`config.mk`:
```
export PLATFORM = sky130hd
export DESIGN_NAME = mem_request_unit
export DESIGN_NICKNAME = d
export VERILOG_FILES = /design/src/rtl/mem_request_unit.sv
export SDC_FILE = /design/constraint.sdc
export NUM_CORES = 1
export LEC_CHECK = 0
export CAP_MARGIN = 25
export CORE_AREA = 2 2 39 41
export CTS_BUF_LIST = sky130_fd_sc_hd__clkbuf_8 sky130_fd_sc_hd__clkbuf_16
export CTS_CLUSTER_SIZE = 24
export DETAILED_ROUTE_END_ITERATION = 6
export DIE_AREA = 0 0 41 43
export PLACE_DENSITY = 0.57
export SETUP_SLACK_MARGIN = 0.02
export SYNTH_ARGS = -nofsm -noshare
export SYNTH_HDL_FRONTEND = slang
export SYNTH_SLANG_ARGS = --single-unit
```
`constraint.sdc`:
```
create_clock -name CLK -period 2.3 [get_ports CLK]
set_input_delay 0.46 -clock CLK [delete_from_list [all_inputs] [get_ports CLK]]
set_output_delay 0.46 -clock CLK [all_outputs]
set_load 0.01 [all_outputs]
```
`src/rtl/mem_request_unit.sv`:
```
// Memory request unit: turns control-unit memory enables and cache hits into
// icache/dcache requests, PC-advance and stall. Optional watchdog: MEM_REQ_WDOG_EN.
module mem_request_unit #(
   parameter int WDOG_CYCLES = 1024
) (
   input  logic CLK,
   input  logic nRST,
   input  logic icuREN,
   input  logic dcuREN,
   input  logic dcuWEN,
   input  logic halt,
   input  logic ihit,
   input  logic dhit,
   output logic imemREN,
   output logic dmemREN,
   output logic dmemWEN,
   output logic pcEN,
   output logic stall,
   output logic halted,
   output logic wdog_err
);

   typedef enum logic [1:0] {
      IDLE   = 2'd0,
      DREQ   = 2'd1,
      HALTED = 2'd2
   } state_t;

   state_t r_state;
   state_t w_state_next;
   logic   r_dren;
   logic   r_dwen;
   logic   r_halt_pend;
   logic   w_dren_next;
   logic   w_dwen_next;
   logic   w_halt_pend_next;
   logic   w_imem;
   logic   w_pc;

   always_ff @(posedge CLK) begin
      if (!nRST) begin
         r_state     <= IDLE;
         r_dren      <= 1'b0;
         r_dwen      <= 1'b0;
         r_halt_pend <= 1'b0;
      end else begin
         r_state     <= w_state_next;
         r_dren      <= w_dren_next;
         r_dwen      <= w_dwen_next;
         r_halt_pend <= w_halt_pend_next;
      end
   end

   always_comb begin
      w_state_next     = r_state;
      w_dren_next      = r_dren;
      w_dwen_next      = r_dwen;
      w_halt_pend_next = r_halt_pend;
      w_imem           = 1'b0;
      w_pc             = 1'b0;
      case (r_state)
         IDLE: begin
            w_imem           = icuREN;
            w_dren_next      = 1'b0;
            w_dwen_next      = 1'b0;
            w_halt_pend_next = 1'b0;
            if (ihit) begin
               // a write wins over a simultaneous read; halt waits for the data op
               if (dcuWEN) begin
                  w_dwen_next      = 1'b1;
                  w_halt_pend_next = halt;
                  w_state_next     = DREQ;
               end else if (dcuREN) begin
                  w_dren_next      = 1'b1;
                  w_halt_pend_next = halt;
                  w_state_next     = DREQ;
               end else if (halt) begin
                  w_state_next = HALTED;
               end else begin
                  w_pc = 1'b1;
               end
            end
         end
         DREQ: begin
            if (dhit) begin
               w_dren_next      = 1'b0;
               w_dwen_next      = 1'b0;
               w_halt_pend_next = 1'b0;
               if (r_halt_pend) begin
                  w_state_next = HALTED;
               end else begin
                  w_state_next = IDLE;
                  w_pc         = 1'b1;
               end
            end
         end
         HALTED: begin
            w_state_next = HALTED;
         end
         default: begin
            w_state_next = IDLE;
         end
      endcase
   end

   assign imemREN = w_imem;
   assign dmemREN = r_dren;
   assign dmemWEN = r_dwen;
   assign pcEN    = w_pc & nRST;
   assign halted  = (r_state == HALTED);
   assign stall   = !pcEN & !halted;

`ifdef MEM_REQ_WDOG_EN
   localparam int CW = $clog2(WDOG_CYCLES) + 1;
   localparam logic [CW-1:0] W_LIMIT = CW'(WDOG_CYCLES);
   localparam logic [CW-1:0] W_ONE   = CW'(1);

   logic [CW-1:0] r_wdog_cnt;
   logic          r_wdog_err;

   // count saturates at the limit so a long-stuck request never wraps
   always_ff @(posedge CLK) begin
      if (!nRST) begin
         r_wdog_cnt <= '0;
         r_wdog_err <= 1'b0;
      end else if (r_state == IDLE && w_state_next == DREQ) begin
         r_wdog_cnt <= '0;
      end else if (r_state == DREQ && !dhit && r_wdog_cnt != W_LIMIT) begin
         r_wdog_cnt <= r_wdog_cnt + W_ONE;
         if (r_wdog_cnt + W_ONE == W_LIMIT) begin
            r_wdog_err <= 1'b1;
         end
      end
   end

   assign wdog_err = r_wdog_err;
`else
   // parameter still referenced so both builds share one interface cleanly
   localparam logic W_TIE = (WDOG_CYCLES > 0) ? 1'b0 : 1'b0;
   assign wdog_err = W_TIE;
`endif

endmodule

```
==> reports/qor.yml, run 1 <==
crit_slowest_cell: "clkdlybuf4s50_1"
core_um2: 1380
die_x_um: 41
total_power_mw: 0.333
diodes: 0
p_int_mw: 0.253
drive_gt1_share_pct: 20.7
worstHoldPathType: "flop to flop"
syn_inst: 39
wirelength_um: 771
rsz0062_at_grt: "no"
grt_max_degree: 10
antenna_found_initial: 0
cts-root-buf: "clkbuf_8"
critPathBufInv: 2
tns_ps: 0
pwr-share-seq_pct: 29.7
vias_per_cell: 4.42
ir_worst_vdd_mv: 0.294
synth_largest_area_cell: "dfxtp_1"
wl_per_cell_um: 10.4
regArea_um2: 100
yosysTopAreaCellShare_pct: 30.9
io_buffers: 13
slew_viol_final: 0
die_h_um: 43
drc: 0
dieArea_um2: 1760
cts_max_level: 1
io_pins: 15
multiInputGateArea_um2: 199
syn_avg_cell_area_um2: 8.31
gr-total-overflow: 0
ys_ff_latch: 5
cp_common_cell: "a2bb2oi_1"
worstPathArrival_ps: 1690
drt-initial-drc-count: 8
placement_rows: 14
synth_area_leaders: "dfxtp_1, nor3b_4, a2bb2oi_1"
ys.flop_type: "dfxtp_1"
cts_tree: "done"
status: "complete, no violations"
layout_min_cycle_time_ps: 2150
synth_edf_count: 0
p_leak_nw: 0.220
stdcell_count: 74
nNetsFinal: 67
synth_area_um2: 324
fmax_ghz: 0.465
cts_buffer_depth: 2
maxCapViolCount: 0
crit_path_end_kind: "output pin"
critical_path.max_stage_delay_ps: 520
track_usage_pct: 11.3
finalHoldViolCount: 0
hpwl_um: 577
cp_top_family: "buffers and inverters"
initial_core_util_pct: 23.4
drtAntennaViolNets: 0
async_flop_share_pct: 0
crit_type: "input pin to output pin"
numPlacedInstances: 70
clkPwrFrac_pct: 48.1
place_area_um2: 485
cp-start-kind: "input pin"
vias: 327
dr.pass1.iters: 4
yosysSeqAreaShare_pct: 30.9
sw_frac_of_total_pct: 24.2
required_ps: 1840
numClockSinks: 5
gp_congestion: 0.819
period_share_pct: 93.5
syn_to_final_growth_pct: 64.5
postLayoutCellArea_um2: 533
path_cells: "clkdlybuf4s50_1 -> nor3_2 -> a2bb2oi_1 -> a2bb2oi_1 -> dlygate4sd2_1"
setup_viol: 0
fin_worst_skew_ps: 5.28
p_comb_share_pct: 22.2
synth_nets: 47
grt_pass1_vias: 315
clk_pin_slew_ps: 30
nFillCells: 150
grt_pass1_wl_um: 1250
p_sw_mw: 0.0807
ys_warn_count: 0
power.density_nw_per_um2: 626
clk_latency_ps: 220
cts_buffers: 3
synth_cell_types: 26
cp_max_fo: 4
==> metal layers <==
| metal | GRT usage [%] | routed length, um |
|---|---|---|
| met1 | 14.1 | 395 |
| met2 | 14.1 | 327 |
| met3 | 3.14 | 39 |
| met4 | 12.0 | 8 |
| met5 | 0 | 0 |
==> power by group through the flow <==
stage,Sequential (mW),Combinational [mW],Clock (mW)
after floorplan,0.0963,0.0433,0
after global placement,0.100,0.0755,0
after detailed placement,0.100,0.0754,0
after CTS,0.0992,0.0747,0.166
after global routing,0.100,0.0814,0.168
final,0.0991,0.0739,0.160
==> state kept, by name, indices dropped and copies added (netlist names) <==
name / cells
dmemWEN: 1
r_halt_pend: 1
r_state: 2
dmemREN: 1
==> timing repair <==
action	4_1_cts	5_1_grt
hold buffers	0	0
setup endpoints to repair	2	0
buffers inserted	0	0
gates resized for setup	3	0
==> worst paths after layout <==
check / start / to / slack (ps) / cells past startpoint
max reg2reg: r_state[0]$_SDFFE_PN0P_ / dmemREN$_SDFFE_PN0P_ / 1230 / 4
min: dmemREN$_SDFFE_PN0P_ / dmemREN$_SDFFE_PN0P_ / 490 / 2
max: dcuWEN / stall / 150 / 5
min reg2reg: dmemREN$_SDFFE_PN0P_ / dmemREN$_SDFFE_PN0P_ / 490 / 2
==> through the flow <==
stage | utilization (%) | setup WS [ps] | hold WS, ps
after floorplan | - | 817 | 462
after global placement | 35.1 | -126 | 466
after detailed placement | 35.1 | -132 | 472
after CTS | 38.5 | 141 | 481
after global routing | 38.5 | 77.3 | 509
final | 38.5 | 148 | 486
==> Yosys cell counts (2+ instances only) <==
| cell type | instances |
|---|---|
| nor2_1 | 3 |
| o21ai_0 | 3 |
| buf_4 | 2 |
| a2bb2oi_1 | 2 |
| nand2b_1 | 2 |
| dfxtp_1 | 5 |
| a21boi_1 | 2 |
| nand2_1 | 2 |
==> tightest hold or removal path, cell delays in order (launching register included) <==
cell	delay (ps)
dfxtp_1	300
o21ai_0	70
a21boi_1	60
==> cells in the final DEF, fill, tap and decap left out <==
| cell | Yosys | final |
|---|---|---|
| nor3b_4 | 1 | 1 |
| and2b_1 | 1 | 1 |
| a22oi_1 | 1 | 1 |
| a21boi_0 | 1 | 1 |
| and2b_2 | 1 | 1 |
| and3_1 | 1 | 1 |
| o21ai_0 | 3 | 3 |
| a2bb2oi_1 | 2 | 2 |
| clkbuf_8 | 0 | 3 |
| a31oi_1 | 1 | 1 |
| nor3_2 | 0 | 1 |
| dfxtp_1 | 5 | 5 |
| and2_1 | 1 | 1 |
| o21ai_1 | 1 | 1 |
| or2_1 | 1 | 1 |
| a21oi_1 | 1 | 1 |
| nand2b_2 | 1 | 1 |
| nand2b_1 | 2 | 2 |
| nand3_1 | 1 | 1 |
| inv_1 | 1 | 2 |
| clkdlybuf4s50_1 | 0 | 11 |
| dlygate4sd2_1 | 0 | 2 |
| nand2_1 | 2 | 2 |
| conb_1 | 1 | 1 |
| nand3b_1 | 1 | 1 |
| nor2_1 | 3 | 3 |
| buf_4 | 2 | 5 |
| a21boi_1 | 2 | 2 |
==> final cells by class <==
class / count / area share, %
multi-input combinational: 30 / 37.3
timing repair buffer: 18 / 31.0
sequential: 5 / 18.8
clock buffer: 3 / 7.75
tap: 16 / 3.76
clock inverter: 1 / 0.704
inverter: 1 / 0.704
==> kinds of logic (layout without fill, tap and decap cells) <==
kind of cell | count (synthesis) | in the layout | synth area share [%]
AOI/OAI and AO/OA | 12 | 12 | 24.3
buffers and inverters | 4 | 23 | 9.26
and+or+nand+nor | 17 | 17 | 34.4
other | 1 | 1 | 1.16
DFF | 5 | 5 | 30.9
Note: power is estimated with default switching activity, not from simulation.
==> run 2, diff against run 1 <==
--- a/config.mk
+++ b/config.mk
@@ -8,7 +8,6 @@
 export CAP_MARGIN = 25
 export CORE_AREA = 2 2 39 41
 export CTS_BUF_LIST = sky130_fd_sc_hd__clkbuf_8 sky130_fd_sc_hd__clkbuf_16
-export CTS_CLUSTER_SIZE = 24
 export DETAILED_ROUTE_END_ITERATION = 6
 export DIE_AREA = 0 0 41 43
 export PLACE_DENSITY = 0.57
==> constraint.sdc (replaced) <==
create_clock -name CLK -period 2.3 [get_ports CLK]
set_input_delay 0.46 -clock CLK [delete_from_list [all_inputs] [get_ports CLK]]
set_output_delay 0.46 -clock CLK [all_outputs]
set_load 0.005 [all_outputs]
==> run 2 against run 1 <==
Global-route usage rose by 0.40 points. Sequential power hardly changed. Combinational power up 2%. Power about the same. Non-clock buffer count grew 1. Sequential share of layout area shrank 0.47 points. Clock skew decreased by 1.6 ps. Utilization increased by 0.99 points. Count of clock-buffer cells in the layout stayed put. Critical endpoint unchanged. Via count is 1.5% higher.
==> reports/qor.yml, run 2 (synthesis gave the netlist of run 1 again) <==
status: "complete, no violations"
drtAntennaViolNets: 0
holdWs_ps: 486
regMostFlops: "r_state"
maxCapViolCount: 0
vias_per_cell: 4.43
layout_min_cycle_time_ps: 2120
final_common_cell: "clkdlybuf4s50_1"
fmax_ghz: 0.473
worstHoldPathType: "flop to flop"
track_usage_pct: 11.7
rsz0062_at_grt: "no"
cp-start-kind: "input pin"
io_buffers: 13
diodes: 0
drive_gt1_share_pct: 23.7
multiInputGateArea_um2: 205
nNetsFinal: 68
p_int_mw: 0.255
sw_frac_of_total_pct: 23.4
dr.pass1.iters: 4
place_area_um2: 485
worstPathArrival_ps: 1660
crit_slowest_cell: "clkdlybuf4s50_1"
initial_core_util_pct: 23.4
wirelength_um: 800
nFillCells: 148
core_um2: 1380
power.density_nw_per_um2: 610
die_h_um: 43
grt_pass1_vias: 336
final_cell_mix: "clkdlybuf4s50_1, buf_4, dfxtp_1"
hpwl_um: 577
pwr-share-seq_pct: 29.8
largest_reg_flops: 2
ir_worst_vdd_mv: 0.284
clk_pin_slew_ps: 30
clk_latency_ps: 220
critical_path.max_stage_delay_ps: 480
regArea_um2: 100
tns_ps: 0
numClockSinks: 5
fin_util_pct: 39.5
holdBufCountCts: 0
fin_worst_skew_ps: 3.70
finalHoldViolCount: 0
critPathBufInv: 2
cts-root-buf: "clkbuf_8"
cp_max_fo: 2
cts_max_level: 1
cp_top_family: "buffers and inverters"
path_cells: "clkdlybuf4s50_1 -> nor3b_4 -> a2bb2oi_2 -> a2bb2oi_1 -> dlygate4sd2_1"
gp_congestion: 0.819
drc: 0
dieArea_um2: 1760
crit_type: "input pin to output pin"
antenna_found_initial: 0
drt-initial-drc-count: 10
slew_viol_final: 0
cts_buffers: 3
p_leak_nw: 0.226
p_sw_mw: 0.0782
period_share_pct: 92.0
crit_path_end_kind: "output pin"
gr-total-overflow: 0
required_ps: 1840
die_x_um: 41
grt_pass1_wl_um: 1300
cts_buffer_depth: 2
clkPwrFrac_pct: 47.6
p_comb_share_pct: 22.6
postLayoutCellArea_um2: 547
grt_max_degree: 10
vias: 332
wl_per_cell_um: 10.7
cts_tree: "done"
setup_viol: 0
placement_rows: 14
place_ws_ps: -97.1
syn_to_final_growth_pct: 68.7
io_pins: 15
setup_ws_ps: 184
run 2: metal layers:
metal / track usage, % / part of all wire, % / vias to the layer above
met3: 3.14 / 4.9 / 2
met1: 14.1 / 49 / 147
met4: 12.0 / 1.0 / 0
li1: - / - / 172
met2: 15.3 / 45 / 11
met5: 0 / 0 / -
run 2: timing repair:
item,in CTS,in global routing
resized for setup,4,0
setup endpoints to repair,2,0
setup buffers,1,0
run 2: layout make-up:
cell class                 instances  share of cell area, %
clock buffer                       3                   7.55
clock inverter                     1                  0.686
inverter                           1                  0.686
multi-input combinational         30                   37.5
sequential                         5                   18.3
tap                               16                   3.66
timing repair buffer              19                   31.6
run 2: stage by stage:
step,cells,power [mW]
floorplan,39,0.136
global placement,70,0.173
detailed placement,70,0.173
CTS,75,0.341
global route,75,0.351
finish,75,0.334
run 2: worst paths after layout:
kind                                              start                   end  slack [ps]  cells after the start
worst max-delay path                               ihit                 stall         180                      5
worst min-delay path               dmemREN$_SDFFE_PN0P_  dmemREN$_SDFFE_PN0P_         490                      2
worst max register to register  r_state[0]$_SDFFE_PN0P_  dmemREN$_SDFFE_PN0P_        1100                      5
worst min register to register     dmemREN$_SDFFE_PN0P_  dmemREN$_SDFFE_PN0P_         490                      2
run 2: tightest hold or removal path: stages (launching register included):
cell,delay [ps]
dfxtp_1,300
o21ai_0,70
a21boi_1,60
run 2: power groups by stage:
| stage | sequential [mW] | combinational, mW | clock [mW] |
|---|---|---|---|
| 2_1_floorplan | 0.0957 | 0.0408 | 0 |
| 3_3_place_gp | 0.100 | 0.0723 | 0 |
| 3_5_place_dp | 0.100 | 0.0722 | 0 |
| 4_1_cts | 0.0994 | 0.0754 | 0.166 |
| 5_1_grt | 0.100 | 0.0827 | 0.168 |
| 6_report | 0.0994 | 0.0754 | 0.159 |
